## config.mk

```make
export PLATFORM = sky130hd
export DESIGN_NAME = imem_loader
export DESIGN_NICKNAME = d
export VERILOG_FILES = /design/src/rtl/imem_loader.sv
export SDC_FILE = /design/constraint.sdc
export NUM_CORES = 1
export LEC_CHECK = 0
export BUFFER_PORTS_ARGS = -buffer_cell sky130_fd_sc_hd__buf_2
export CAP_MARGIN = 20
export CORE_ASPECT_RATIO = 0.6
export CORE_MARGIN = 10
export CORE_UTILIZATION = 54
export CTS_BUF_LIST = sky130_fd_sc_hd__clkbuf_4 sky130_fd_sc_hd__clkbuf_8
export CTS_CLUSTER_SIZE = 12
export DETAILED_ROUTE_END_ITERATION = 12
export PLACE_DENSITY = 0.76
export SKIP_LAST_GASP = 1
export SLEW_MARGIN = 20
export SYNTH_ARGS = -nofsm -noshare
export SYNTH_HDL_FRONTEND = slang
export SYNTH_SLANG_ARGS = --single-unit
export TNS_END_PERCENT = 100
```

## constraint.sdc

```tcl
create_clock -name clk -period 1.94 [get_ports clk]
set_input_delay 0.097 -clock clk [delete_from_list [all_inputs] [get_ports clk]]
set_output_delay 0.097 -clock clk [all_outputs]
set_load 0.005 [all_outputs]
```

## src/rtl/imem_loader.sv

```systemverilog
// Byte-stream boot loader driving the CPU instruction-memory initialization port.
// Optional per-frame checksum byte and sticky error state: define LOADER_CHECKSUM_EN.
module imem_loader #(
  parameter int WRITE_HOLD = 2,
  parameter int ADDR_W     = 32
) (
  input  logic              clk,
  input  logic              rst_n,
  input  logic              in_valid,
  input  logic [7:0]        in_data,
  output logic              in_ready,
  output logic              initialize,
  output logic [ADDR_W-1:0] instruction_initialize_address,
  output logic [31:0]       instruction_initialize_data,
  output logic              cpu_rst,
  output logic              load_done,
  output logic              load_error
);

  localparam int                HOLD_W    = (WRITE_HOLD > 1) ? $clog2(WRITE_HOLD) : 1;
  localparam logic [HOLD_W-1:0] HOLD_LOAD = HOLD_W'(WRITE_HOLD - 1);

`ifdef LOADER_CHECKSUM_EN
  typedef enum logic [2:0] {HDR_ADDR, HDR_CNT, DATA, WRITE, RUN, CSUM, ERR} state_t;
`else
  typedef enum logic [2:0] {HDR_ADDR, HDR_CNT, DATA, WRITE, RUN} state_t;
`endif

  state_t              r_state;
  state_t              w_nextState;
  logic                r_live;
  logic [1:0]          r_byteIdx;
  logic [ADDR_W-1:0]   r_addrShadow;
  logic [15:0]         r_wordsLeft;
  logic [23:0]         r_wordShadow;
  logic [HOLD_W-1:0]   r_holdCnt;
  logic [ADDR_W-1:0]   r_addrOut;
  logic [31:0]         r_dataOut;

  logic                w_accept;
  logic                w_fire;
  logic                w_holdDone;
  logic [15:0]         w_cntIn;
  logic [ADDR_W-1:0]   w_addrShift;

`ifdef LOADER_CHECKSUM_EN
  logic [7:0]          r_sum;
  logic                r_endFrame;
  logic [7:0]          w_sumNext;

  assign w_accept  = (r_state == HDR_ADDR) || (r_state == HDR_CNT) ||
                     (r_state == DATA) || (r_state == CSUM);
  assign w_sumNext = r_sum + in_data;
`else
  assign w_accept  = (r_state == HDR_ADDR) || (r_state == HDR_CNT) ||
                     (r_state == DATA);
`endif

  // r_live keeps in_ready low while reset is asserted even though HDR_ADDR accepts.
  assign in_ready    = r_live & w_accept;
  assign w_fire      = in_valid & in_ready;
  assign w_cntIn     = {r_wordsLeft[7:0], in_data};
  assign w_addrShift = (r_addrShadow << 8) | ADDR_W'(in_data);
  assign w_holdDone  = (r_state == WRITE) && (r_holdCnt == '0);

  assign instruction_initialize_address = r_addrOut;
  assign instruction_initialize_data    = r_dataOut;

  always_ff @(posedge clk or negedge rst_n) begin
    if (!rst_n) begin
      r_state <= HDR_ADDR;
    end else begin
      r_state <= w_nextState;
    end
  end

  always_comb begin
    w_nextState = r_state;
    initialize  = 1'b1;
    cpu_rst     = 1'b1;
    load_done   = 1'b0;
    load_error  = 1'b0;
    case (r_state)
      HDR_ADDR: begin
        if (w_fire && (r_byteIdx == 2'd3)) begin
          w_nextState = HDR_CNT;
        end
      end
      HDR_CNT: begin
        if (w_fire && (r_byteIdx == 2'd1)) begin
          if (w_cntIn != 16'd0) begin
            w_nextState = DATA;
          end else begin
`ifdef LOADER_CHECKSUM_EN
            w_nextState = CSUM;
`else
            w_nextState = RUN;
`endif
          end
        end
      end
      DATA: begin
        if (w_fire && (r_byteIdx == 2'd3)) begin
          w_nextState = WRITE;
        end
      end
      WRITE: begin
        if (w_holdDone) begin
          if (r_wordsLeft != 16'd1) begin
            w_nextState = DATA;
          end else begin
`ifdef LOADER_CHECKSUM_EN
            w_nextState = CSUM;
`else
            w_nextState = HDR_ADDR;
`endif
          end
        end
      end
      RUN: begin
        initialize = 1'b0;
        cpu_rst    = 1'b0;
        load_done  = 1'b1;
      end
`ifdef LOADER_CHECKSUM_EN
      CSUM: begin
        if (w_fire) begin
          if (w_sumNext != 8'h00) begin
            w_nextState = ERR;
          end else if (r_endFrame) begin
            w_nextState = RUN;
          end else begin
            w_nextState = HDR_ADDR;
          end
        end
      end
      ERR: begin
        load_error = 1'b1;
      end
`endif
      default: begin
        w_nextState = HDR_ADDR;
      end
    endcase
  end

  // Byte assembly and write sequencing; the address/data pair only moves on the DATA->WRITE edge.
  always_ff @(posedge clk or negedge rst_n) begin
    if (!rst_n) begin
      r_live       <= 1'b0;
      r_byteIdx    <= 2'd0;
      r_addrShadow <= '0;
      r_wordsLeft  <= 16'd0;
      r_wordShadow <= 24'd0;
      r_holdCnt    <= '0;
      r_addrOut    <= '0;
      r_dataOut    <= 32'd0;
    end else begin
      r_live <= 1'b1;
      if (w_fire) begin
        case (r_state)
          HDR_ADDR: begin
            r_addrShadow <= (r_byteIdx == 2'd3) ? (w_addrShift & ~ADDR_W'(3)) : w_addrShift;
            r_byteIdx    <= r_byteIdx + 2'd1;
          end
          HDR_CNT: begin
            r_wordsLeft <= w_cntIn;
            r_byteIdx   <= (r_byteIdx == 2'd1) ? 2'd0 : (r_byteIdx + 2'd1);
          end
          DATA: begin
            r_wordShadow <= {r_wordShadow[15:0], in_data};
            r_byteIdx    <= r_byteIdx + 2'd1;
            if (r_byteIdx == 2'd3) begin
              r_addrOut <= r_addrShadow;
              r_dataOut <= {r_wordShadow, in_data};
              r_holdCnt <= HOLD_LOAD;
            end
          end
          default: begin
          end
        endcase
      end
      if (r_state == WRITE) begin
        if (r_holdCnt == '0) begin
          r_addrShadow <= r_addrShadow + ADDR_W'(4);
          r_wordsLeft  <= r_wordsLeft - 16'd1;
        end else begin
          r_holdCnt <= r_holdCnt - HOLD_W'(1);
        end
      end
    end
  end

`ifdef LOADER_CHECKSUM_EN
  // Running sum restarts on the first address byte so each frame is checked on its own.
  always_ff @(posedge clk or negedge rst_n) begin
    if (!rst_n) begin
      r_sum      <= 8'h00;
      r_endFrame <= 1'b0;
    end else if (w_fire) begin
      if ((r_state == HDR_ADDR) && (r_byteIdx == 2'd0)) begin
        r_sum <= in_data;
      end else begin
        r_sum <= w_sumNext;
      end
      if ((r_state == HDR_CNT) && (r_byteIdx == 2'd1)) begin
        r_endFrame <= (w_cntIn == 16'd0);
      end
    end
  end
`endif

endmodule

```

Yosys cells after proc, flatten, opt, wreduce, memory -nomap -nowiden:

Index checks and enable logic that the tools add are counted.
W data, S select, Z words.

* muxes and demuxes: 25
* bitwise gates (word level): 5
* reductions and logical operators: 13
* eq/ne operators: 11
* add/sub/neg operators: 4

Operator list (number)
* $mux W32: 4
* $mux W16: 4
* $add A32 B3 Y32 const B: 1
* $or A32 B8 Y32: 1
* $ne A16 B1 Y1 const B: 1
* $reduce_bool A16 Y1: 1
* $sub A16 B1 Y16 const B: 1
* $mux W3: 5
* $pmux W3 S5: 1
* $mux W1: 7
* $eq A3 B2 Y1 const B: 2
* $mux W2: 3
* $ne A2 B1 Y1 const B: 3
* $reduce_and A5 Y1: 1
* $pmux W2 S2: 1
* $reduce_and A2 Y1: 2
* $eq A3 B1 Y1 const B: 1
* $eq A3 B3 Y1 const B: 1
* $logic_and A1 B1 Y1: 3
* $logic_not A3 Y1: 1
* $reduce_and A3 Y1: 1
* $add A2 B1 Y2 const B: 1
* $and A1 B1 Y1: 2
* $eq A2 B1 Y1 const B: 1
* other kinds (7): 9

* output and inout bits: 69
* register bits: 143
* logic and storage cells: 67

Depth between registers and ports, before layout:

* word-level depth: 8
* gate-level depth with buffers: 7
* mapped depth without buffers: 7

Worst setup path before layout:

OpenSTA, ideal clock, no wires.

* kind: reg-to-reg
* from: register r_wordsLeft[10]
* to: register r_state[1]
* slack: -0.062 ns
* period minus slack after synthesis: 2.002 ns
* library setup time: 0.124 ns
* stages on the path, launching flop included: 6
* data arrival time: 1.879 ns
* path through: dfrtp_1 -> or4_4 -> or4_4 -> nor4_2 -> nor3b_1 -> o31a_1

* word-level cells in the longest chain between the ends: 4

Ends and longest elaborated chain
* from (decl): RTL line 34 `logic [15:0] r_wordsLeft;`
* from (signal assigned): RTL line 167 `r_wordsLeft <= w_cntIn;`
* from (signal assigned): RTL line 186 `r_wordsLeft <= r_wordsLeft - 16'd1;`
* $ne A16 B1 Y1: RTL line 109 `if (r_wordsLeft != 16'd1) begin`
* $mux W2: RTL line 109
* $mux W3: RTL line 108 `if (w_holdDone) begin`
* $pmux W3 S5: RTL line 83 `case (r_state)`
* to (signal assigned): RTL line 73 `r_state <= w_nextState;`
* to (decl): RTL line 29 `state_t r_state;`

No other way between the ends. The select of a mux whose other input is x is not followed.
A chain may end at the register's enable or synchronous reset.

Final worst setup path:

* from: register r_wordsLeft[11]
* to: register r_state[1]

The elaborated chain is that of the path after synthesis.

==> summary.md <==
| Metric | Value |
|---|---|
| Outcome | `completed` |
| Simple-gate area share of the yosys netlist | `0.1568` |
| Number of global-route vias before repair | `5201` |
| Top cell type's share of synthesized area | `0.5430` |
| Slew Viols, Final | `0` |
| Crit path largest cell delay | `0.52 ns` |
| Clock Tree Buf Depth | `2` |
| Minimum clock period | `1.931 ns` |
| Data required time at the worst endpoint | `2.28 ns` |
| Maximum number of pins on one net before global-route repair | `49` |
| Sequential area share after synthesis | `0.5430` |
| Post-layout net count | `726` |
| DRC | `0` |
| Xor and xnor area share after synthesis | `0.005316` |
| Largest family of logic cells by synthesized area | `simple AND/OR/NAND/NOR gates` |
| Post-Syn Area | `6590 sq um` |
| First-pass GRT wire length | `27820 um` |
| Top cell by count, worst path | `or4_4` |
| Core Area | `11990 sq um` |
| Vias post-DR | `5329` |
| Worst-skew pair later-pin latency | `0.45 ns` |
| Endpoints failing hold | `0` |
| Leak | `3.675 nW` |
| ANT nets after route | `0` |
| Initial DRC Count | `555` |
| Total track usage | `0.2003` |
| WP data arrival | `2.27 ns` |
| Area delta synth->final | `23.16%` |
| Post-DP HPWL | `12020 um` |
| CP delay by family, top | `simple AND/OR/NAND/NOR gates` |
| Total power | `0.01085 W` |
| P per Cell Area | `1337 nW/um^2` |
| Row count | `31` |
| First drt pass iteration count | `5` |
| Critical path capture point type | `flip-flop` |
| Fin Clk Skew | `0.01632 ns` |
| Layout cells sized above 1 | `0.4033` |
| Root Driver | `clkbuf_8` |
| Port buffer count | `78` |
| Fmax | `517.9 MHz` |
| Syn_area_per_cell | `11.40 sq um` |
| Slowest CP cell | `or4_4` |
| Io pins | `80` |
| Clock slew at reported path FFs | `0.08 ns` |
| Ranking of synthesized cells by area | `dfrtp_1, mux2_2, nor2_1` |
| Biggest area consumer among synthesized cells | `dfrtp_1` |
| Tcrit/Tclk final | `0.9953` |
| Grt ovf | `0` |
| Post-synth EDFFs | `0` |
| N_diodes | `0` |
| Max FO, Critical Path | `3` |
| Distinct cells, synth | `57` |
| Buf/Inv on CP | `0` |
| Post-Syn Instances | `578` |
| H-tree lvl count | `4` |
| Number of synthesized register bits | `143` |
| Final wirelength | `16950 um` |
| Hold Crit Class | `in2reg` |
| Kind of critical path | `reg2reg` |
| Starting density of the core | `0.5498` |
| Post-synth net total | `593` |
| CTS buffer count | `17` |
| Sink Count | `143` |
| Yosys warns | `0` |
| Antenna violations before repair | `0` |
| Setup violators final | `0` |
| Compound-cell area share of the yosys netlist | `0.1001` |
| Crit-path cells | `or4_4, or4_4, nor4_4, nor3b_1, o31a_1` |
| Die width | `162.6 um` |
| RePlAce Congestion | `0.9394` |
| Unrepaired setup endpoints after global routing | `yes` |
| Max Cap Viol | `0` |
| Via/cell ratio | `5.994` |
| Die height | `105.6 um` |
| Synth async-reset ratio | `1.000` |
| CTS tree | `yes` |
| Primary FF master, synth | `dfrtp_1` |
| Post-Synth Adder-Cell Area | `0.007594` |
| DR WL/cell | `19.06 um` |
| Die area | `17170 sq um` |
| Post-synthesis mux area share | `0.1519` |
| Final core occ | `0.6772` |
| Critical Path Source Type | `flip-flop` |
| Max IR drop VDD | `0.7047 mV` |
| Reg2Reg Setup Slack | `0.009 ns` |
-- registers in the layout, summed over array words and instances, names as in the netlist --
| register | flops |
|---|---|
| instruction_initialize_address | 32 |
| instruction_initialize_data | 32 |
| r_addrShadow | 32 |
| r_byteIdx | 2 |
| r_holdCnt | 1 |
| r_live | 1 |
| r_state | 3 |
| r_wordShadow | 24 |
| r_wordsLeft | 16 |
-- metal layers --
metal | track usage | part of all wire | up-vias
met3 | 0.05361 | 0.087 | 20
met2 | 0.2964 | 0.45 | 235
met5 | 0 | 0 | -
li1 | - | - | 2394
met4 | 0.05962 | 0.013 | 0
met1 | 0.2825 | 0.45 | 2680
-- what timing repair did --
item                                    4_1_cts  5_1_grt
pin swaps                                     0        1
hold buffers                                  7        0
buffers inserted                              0        2
endpoints found under the hold margin       124        0
endpoints found under the setup margin        2       21
gates resized for setup                       2       12
gates cloned                                  0        0
-- cell usage after synthesis, drive strengths merged (4+ instances only) --
library cell  count
a22oi             7
xnor2             4
a311oi            8
nand3b            5
o22ai             5
a21oi            24
ha                4
and3             10
dfrtp           143
nor2             48
o21ai            20
a31oi             4
nand2            40
a211oi           14
clkbuf           21
nand4            11
nor3             23
buf              17
nand3            23
nor4              8
or3               4
mux2             88
inv               7
-- cell usage in the layout, fill, tap and decap left out, types with 5 or more instances in the layout --
cell / count
nand3b_1: 5
dlygate4sd3_1: 7
clkbuf_8: 18
nand2_1: 38
a311oi_1: 8
nor3_1: 20
o22ai_1: 5
o21ai_0: 19
inv_1: 7
buf_4: 62
dfrtp_1: 141
a211oi_1: 14
nand4_1: 10
buf_2: 77
mux2_2: 88
nor2_1: 48
nand3_1: 22
buf_12: 5
and3_1: 9
a22oi_1: 7
a21oi_1: 24
-- kinds of logic (layout without fill, tap and decap cells) --
kind of cell | count (synthesis) | in the layout
simple gates | 192 | 192
flops | 143 | 143
compound gates | 99 | 99
mux | 89 | 89
buf+inv | 45 | 191
fa+ha+maj | 4 | 4
xor+xnor | 4 | 4
other cells | 2 | 2
-- final timing paths --
check | start | to | cells after the start
max | r_wordsLeft[11] | r_state[1] | 5
min | in_data[5] | instruction_initialize_data[5] | 2
max reg2reg | r_wordsLeft[11] | r_state[1] | 5
min reg2reg | instruction_initialize_data[25] | instruction_initialize_data[25] | 1
max in group asynchronous | rst_n | instruction_initialize_address[4] | 3
min in group asynchronous | rst_n | instruction_initialize_address[21] | 2
-- per-stage QoR --
step                      hold WS [ns]  worst slack [ns]  TNS (ns)  std cells  cell area (sq um)
final                          0.03884          0.009030         0        889               8117
after global routing           0.01262          -0.07351   -0.2808        889               8117
after CTS                      0.02165           0.01006         0        887               8063
after detailed placement       0.04021           0.02572         0        848               7555
after global placement         0.03210           0.01702         0        848               7555
after floorplan                -0.1986           0.04087         0        578               6590
-- where the power goes --
group	switching, W	internal [W]
clock network	0.00122	0.00133
registers	0.000728	0.00400
logic	0.00176	0.00182
-- final cells by class --
type	instances	area [sq um]
Clock inverter	14	180.2
Multi-Input combinational cell	390	2843
Tap cell	165	206.4
Fill cell	904	3869
Timing Repair Buffer	152	1032
Clock buffer	18	247.7
Inverter	7	26.28
Sequential cell	143	3581
Power figures use the tool's default switching activity.
